--- src/rtl/btn_conditioner_if.sv ---
// Button conditioner signal bundle: raw buttons in, conditioned pulse/status out.
interface btn_conditioner_if;
    logic [4:0] btn_raw;
    logic [4:0] btn;
    logic       busy;
    logic [4:0] stable;

    modport master (
        output btn_raw,
        input  btn,
        input  busy,
        input  stable
    );

    modport slave (
        input  btn_raw,
        output btn,
        output busy,
        output stable
    );
endinterface

--- src/rtl/btn_conditioner.sv ---
// Synchronises and debounces five raw buttons, then emits one stretched one-hot
// pulse per debounced press, queueing presses that arrive while a pulse is busy.
module btn_conditioner #(
    parameter int DB_CYCLES   = 50000,
    parameter int HOLD_CYCLES = 4,
    parameter int GAP_CYCLES  = 4
) (
    input logic              mclk,
    input logic              rst,
    btn_conditioner_if.slave bus
);
    localparam int DBW   = $clog2(DB_CYCLES + 1);
    localparam int PHMAX = (HOLD_CYCLES > GAP_CYCLES) ? HOLD_CYCLES : GAP_CYCLES;
    localparam int PW    = $clog2(PHMAX + 1);

    localparam logic [DBW-1:0] DB_LAST   = DBW'(DB_CYCLES - 1);
    localparam logic [PW-1:0]  HOLD_LAST = PW'(HOLD_CYCLES - 1);
    localparam logic [PW-1:0]  GAP_LAST  = PW'(GAP_CYCLES - 1);

    typedef enum logic [1:0] {S_IDLE, S_HOLD, S_GAP} state_t;

    logic [4:0]     sync1_q, sync2_q;
    logic [4:0]     stable_q, stable_d, stable_dly_q;
    logic [DBW-1:0] db_cnt_q [5];
    logic [DBW-1:0] db_cnt_d [5];
    logic [4:0]     rise;
    logic [4:0]     pend_q, pend_d, pend_clr;
    logic [2:0]     pick;
    state_t         state_q, state_d;
    logic [PW-1:0]  ph_q, ph_d;
    logic [2:0]     sel_q, sel_d;
    logic [4:0]     btn_q, btn_d;
    logic           busy_q, busy_d;

    // Two-flop synchroniser, debounce counters, accepted levels and their delayed copy
    always_ff @(posedge mclk) begin
        if (rst) begin
            sync1_q      <= '0;
            sync2_q      <= '0;
            stable_q     <= '0;
            stable_dly_q <= '0;
            db_cnt_q     <= '{default: '0};
        end else begin
            sync1_q      <= bus.btn_raw;
            sync2_q      <= sync1_q;
            stable_q     <= stable_d;
            stable_dly_q <= stable_q;
            db_cnt_q     <= db_cnt_d;
        end
    end

    // Per-bit debounce: accept the synchronised level once it has differed long enough
    always_comb begin
        stable_d = stable_q;
        db_cnt_d = db_cnt_q;
        for (int unsigned i = 0; i < 5; i++) begin
            if (sync2_q[i] == stable_q[i]) begin
                db_cnt_d[i] = '0;
            end else if (db_cnt_q[i] == DB_LAST) begin
                stable_d[i] = sync2_q[i];
                db_cnt_d[i] = '0;
            end else begin
                db_cnt_d[i] = db_cnt_q[i] + DBW'(1);
            end
        end
    end

    // Press detection and lowest-index pending selection
    always_comb begin
        rise = stable_q & ~stable_dly_q;
        pick = '0;
        for (int unsigned i = 5; i > 0; i--) begin
            if (pend_q[i-1]) pick = 3'(i - 1);
        end
    end

    // FSM state register together with the pending set and registered outputs
    always_ff @(posedge mclk) begin
        if (rst) begin
            state_q <= S_IDLE;
            ph_q    <= '0;
            sel_q   <= '0;
            pend_q  <= '0;
            btn_q   <= '0;
            busy_q  <= 1'b0;
        end else begin
            state_q <= state_d;
            ph_q    <= ph_d;
            sel_q   <= sel_d;
            pend_q  <= pend_d;
            btn_q   <= btn_d;
            busy_q  <= busy_d;
        end
    end

    // FSM next state: take one pending press, hold it, then enforce the gap
    always_comb begin
        state_d  = state_q;
        ph_d     = ph_q;
        sel_d    = sel_q;
        pend_clr = '0;
        case (state_q)
            S_IDLE: begin
                if (pend_q != '0) begin
                    state_d  = S_HOLD;
                    sel_d    = pick;
                    pend_clr = 5'b00001 << pick;
                    ph_d     = HOLD_LAST;
                end
            end
            S_HOLD: begin
                if (ph_q == '0) begin
                    state_d = S_GAP;
                    ph_d    = GAP_LAST;
                end else begin
                    ph_d = ph_q - PW'(1);
                end
            end
            S_GAP: begin
                if (ph_q == '0) begin
                    state_d = S_IDLE;
                end else begin
                    ph_d = ph_q - PW'(1);
                end
            end
            default: state_d = S_IDLE;
        endcase
        // a new press on the bit being serviced survives its own clear
        pend_d = (pend_q & ~pend_clr) | rise;
    end

    // FSM outputs, decoded from the next state so btn/busy can be registered
    always_comb begin
        btn_d  = (state_d == S_HOLD) ? (5'b00001 << sel_d) : '0;
        busy_d = (state_d != S_IDLE);
    end

    assign bus.btn    = btn_q;
    assign bus.busy   = busy_q;
    assign bus.stable = stable_q;
endmodule

--- src/flat_wrapper.sv ---
// flat-port wrapper written by rule: the top's interface ports become plain ports
module btn_conditioner_flat 
#(
    parameter int DB_CYCLES   = 50000,
    parameter int HOLD_CYCLES = 4,
    parameter int GAP_CYCLES  = 4
)
  (mclk, rst, bus_btn_raw, bus_btn, bus_busy, bus_stable);
  btn_conditioner_if bus_i ();
  input logic mclk;
  input logic rst;
  input wire logic [$bits(bus_i.btn_raw)-1:0] bus_btn_raw;
  output wire logic [$bits(bus_i.btn)-1:0] bus_btn;
  output wire logic [$bits(bus_i.busy)-1:0] bus_busy;
  output wire logic [$bits(bus_i.stable)-1:0] bus_stable;
  assign bus_i.btn_raw = bus_btn_raw;
  assign bus_btn = bus_i.btn;
  assign bus_busy = bus_i.busy;
  assign bus_stable = bus_i.stable;
  btn_conditioner #(.DB_CYCLES(DB_CYCLES), .HOLD_CYCLES(HOLD_CYCLES), .GAP_CYCLES(GAP_CYCLES)) u_core (.mclk(mclk), .rst(rst), .bus(bus_i));
endmodule
--- config.mk ---
export PLATFORM = sky130hd
export DESIGN_NAME = btn_conditioner_flat
export DESIGN_NICKNAME = d
export VERILOG_FILES = /design/src/rtl/btn_conditioner_if.sv /design/src/rtl/btn_conditioner.sv /design/src/flat_wrapper.sv
export SDC_FILE = /design/constraint.sdc
export NUM_CORES = 1
export LEC_CHECK = 0
export CORE_ASPECT_RATIO = 1.5
export CORE_MARGIN = 8
export CORE_UTILIZATION = 35
export DETAILED_ROUTE_END_ITERATION = 7
export GPL_TIMING_DRIVEN = 1
export HOLD_SLACK_MARGIN = 0.15
export PLACE_DENSITY = 0.59
export SETUP_SLACK_MARGIN = 0.4
export SLEW_MARGIN = 10
export SYNTH_ARGS = -nofsm -noshare
export SYNTH_HDL_FRONTEND = slang
export SYNTH_SLANG_ARGS = --single-unit
--- constraint.sdc ---
create_clock -name mclk -period 3.3 [get_ports mclk]
set_clock_uncertainty 0.15 [all_clocks]
set_input_delay 0.33 -clock mclk [delete_from_list [all_inputs] [get_ports mclk]]
set_output_delay 0.33 -clock mclk [all_outputs]
set_load 0.02 [all_outputs]
==> metrics.txt <==
width of the die=114 um; sum of negative setup slack=0 ns; starting utilization of the core area=between 30% and 40%; maximum operating frequency=around 430 MHz; worst hold path type=register to register; worst vdd rail ir drop=0.330 mV; maximum number of pins on one net before global-route repair=33; max_slew headroom=roughly 54%; IO buf count=17; total clock sinks=119; Min Clock Period, post-route=2.31 ns; TritonCTS clock tree=done; setup repair after global routing missed its margin=false; share of the synthesized area in the top cell type=46.9%; nets@finish=611; Avg Vias per Cell=between 4 and 5; TritonCTS buffer count=17; final routed wirelength across all metal layers=between 10000 and 15000 um; share of final-layout standard cells stronger than drive strength 1=under 10%; die area=0.0187 mm2; mean area per synthesized cell=between 8 and 9 um2; worst-margin pin slew=0.683 ns; total nets after synthesis=587; gr usage total=11.4%; Area Growth Syn to Fin=18.7%; met2 Use GR=20.7%; Critical Path RT=3.42 ns; flip-flop and latch count after synthesis=119; count of flip-flops with a built-in enable after synthesis=0; Post-CTS Setup Inserts=0; quantity of gates resized following cts=0; Yosys Warn Count=0; R2R Path Start=u_core.db_cnt_q[39]; GR Util met3=3.15%; critical path arrival=2.43 ns; gate count of the mapped netlist=569; diodes inserted=0; Filler Cell Count=1391; setup violators final=0; max-capacitance violation count=0; hold-critical path depth=1; drt first-iter violations=191; power per unit of standard cell area=about 550 mW/mm2; GPL Wtd Cong=0.835; post-layout utilization of the core=41.9%; Floorplan Core Area=0.0144 mm2; clock slew seen by the registers of the worst setup and hold paths=about 0.05 ns; critical hold path startpoint=u_core.sync1_q[4]; first drt pass iteration count=5; Post-CTS Hold Buffers=0; vias in the first global route=between 3000 and 4000; first-pass GRT wire length=roughly 17000 um; global-route met1 utilization=11.6%; average wire per cell in the routed design=12.5 um; Static Leakage=1.93 nW; biggest area consumer among synthesized cells=sky130_fd_sc_hd__dfxtp_1; register area share after synthesis=46.9%; kind of end point of the critical path=register; crit path launch=u_core.db_cnt_q[39]; most common library cell in the layout ignoring fill and taps=sky130_fd_sc_hd__dfxtp_1; Synth Flop Type=sky130_fd_sc_hd__dfxtp_1; Final Slew Violations=0; Most Used Layer, Global Route=met2; leading cell types by total area after synthesis=sky130_fd_sc_hd__dfxtp_1 (47%), sky130_fd_sc_hd__xnor2_1 (9.8%), sky130_fd_sc_hd__nor2_1 (7.2%), sky130_fd_sc_hd__ha_1 (2.7%), sky130_fd_sc_hd__nor2b_1 (2.7%); most frequent cells in the layout=sky130_fd_sc_hd__dfxtp_1 (119), sky130_fd_sc_hd__nor2_1 (97), sky130_fd_sc_hd__xnor2_1 (57); row cnt=54; GRT Residual Overflow=0; Post-Synthesis Cell Area=0.00508 mm2; count of vias placed by the detailed router=~4000; DP HPWL=7120 um; path type of the worst setup path=register to register; final hold violation count=0; Clock Tree Root=sky130_fd_sc_hd__clkbuf_16; post-route fraction of the period consumed by the critical path=70.0%; number of distinct library cells after synthesis=48; async set-reset flop share out of synthesis=0%; CTS H-tree depth=4; post-route ant nets=0; maximum clock insertion buffer count=2; clock network latency to the later pin of the worst-skew pair=0.41 ns; CP Max Fanout=15; initial antenna violation count=0; result of the run=complete, no violations; final routed DRC violation total=0; height of the die=between 150 and 200 um; Critical Path Start Type=register; path depth of the worst reg2reg path=4; number of top-level design ports=18
==> final cells by class <==
type | instances | area [um2] | share of cell area, %
sequential | 119 | 2380 | 39.5
inverter | 22 | 82.6 | 1.37
clock buffer | 20 | 457 | 7.57
multi-input combinational | 415 | 2560 | 42.4
clock inverter | 10 | 129 | 2.14
tap | 196 | 245 | 4.07
timing repair buffer | 18 | 178 | 2.95
==> path summary, 6_finish.rpt <==
path | to | slack, ns
worst max-delay path | u_core.db_cnt_q[35] | 0.99
worst max register to register | u_core.db_cnt_q[35] | 0.99
worst min-delay path | u_core.sync2_q[4] | 0.29
worst min register to register | u_core.sync2_q[4] | 0.29
==> state kept, by name, summed over array words and instances, names as in the netlist <==
signal               count
u_core.sync2_q           5
u_core.ph_q              3
u_core.db_cnt_q         80
u_core.bus.btn           5
u_core.state_q           2
u_core.stable_dly_q      5
u_core.bus.stable        5
u_core.sel_q             3
u_core.bus.busy          1
u_core.pend_q            5
u_core.sync1_q           5
==> metrics by stage <==
step | hold slack (ns) | instance area, um2 | total power, mW | worst slack (ns) | instances
floorplan | 0.264 | 5080 | 1.50 | 1.15 | 569
global placement | 0.271 | 5440 | 1.52 | 0.996 | 770
detailed placement | 0.270 | 5440 | 1.52 | 0.975 | 770
CTS | 0.286 | 6030 | 3.36 | 0.987 | 800
global route | 0.309 | 6030 | 3.42 | 0.811 | 800
finish | 0.285 | 6030 | 3.30 | 0.991 | 800
==> cell families (layout without fill, tap and decap cells) <==
kind of cell	Yosys count	after routing	synth area share, %
buf+inv	35	70	2.81
simple gates	286	286	29.1
compound gates	45	45	5.84
xor+xnor	70	70	12.1
flops	119	119	46.9
mux	3	3	0.591
fa+ha+maj	11	11	2.71
==> worst max-delay path, stage by stage (launching register included) <==
cell,delay (ns)
sky130_fd_sc_hd__dfxtp_1,0.37
sky130_fd_sc_hd__or4b_1,0.52
sky130_fd_sc_hd__or4_4,0.53
sky130_fd_sc_hd__o21ai_2,0.50
sky130_fd_sc_hd__nor2_1,0.10
==> where the power goes <==
| group | internal, mW | switching [mW] |
|---|---|---|
| Clock | 1.21 | 0.611 |
| Sequential | 1.45 | 0.00415 |
| Combinational | 0.0137 | 0.0214 |
==> Yosys cell counts, drive strengths merged, types with 2 or more instances <==
cell,count
inv,22
a21o,2
nor4bb,4
a31o,2
xnor2,57
and3,6
nor2,97
nand3,27
nand4,21
nor3,23
nand4b,3
or3b,2
nor2b,22
or4,8
ha,11
a31oi,2
or4b,2
a21oi,12
o21ai,11
xor2,13
and4,2
buf,5
a221oi,2
a2bb2oi,2
nand2,27
dfxtp,119
or3,4
mux2i,3
nor4,22
nand2b,7
o31ai,4
clkbuf,8
or2,6
==> layer usage <==
metal | up-vias | share of wire (%)
li1 | 2022 | -
met1 | 1851 | 42
met2 | 60 | 52
met3 | 18 | 3.7
met4 | 0 | 2.3
met5 | - | 0
No activity file was read; power rests on OpenSTA's default activity.
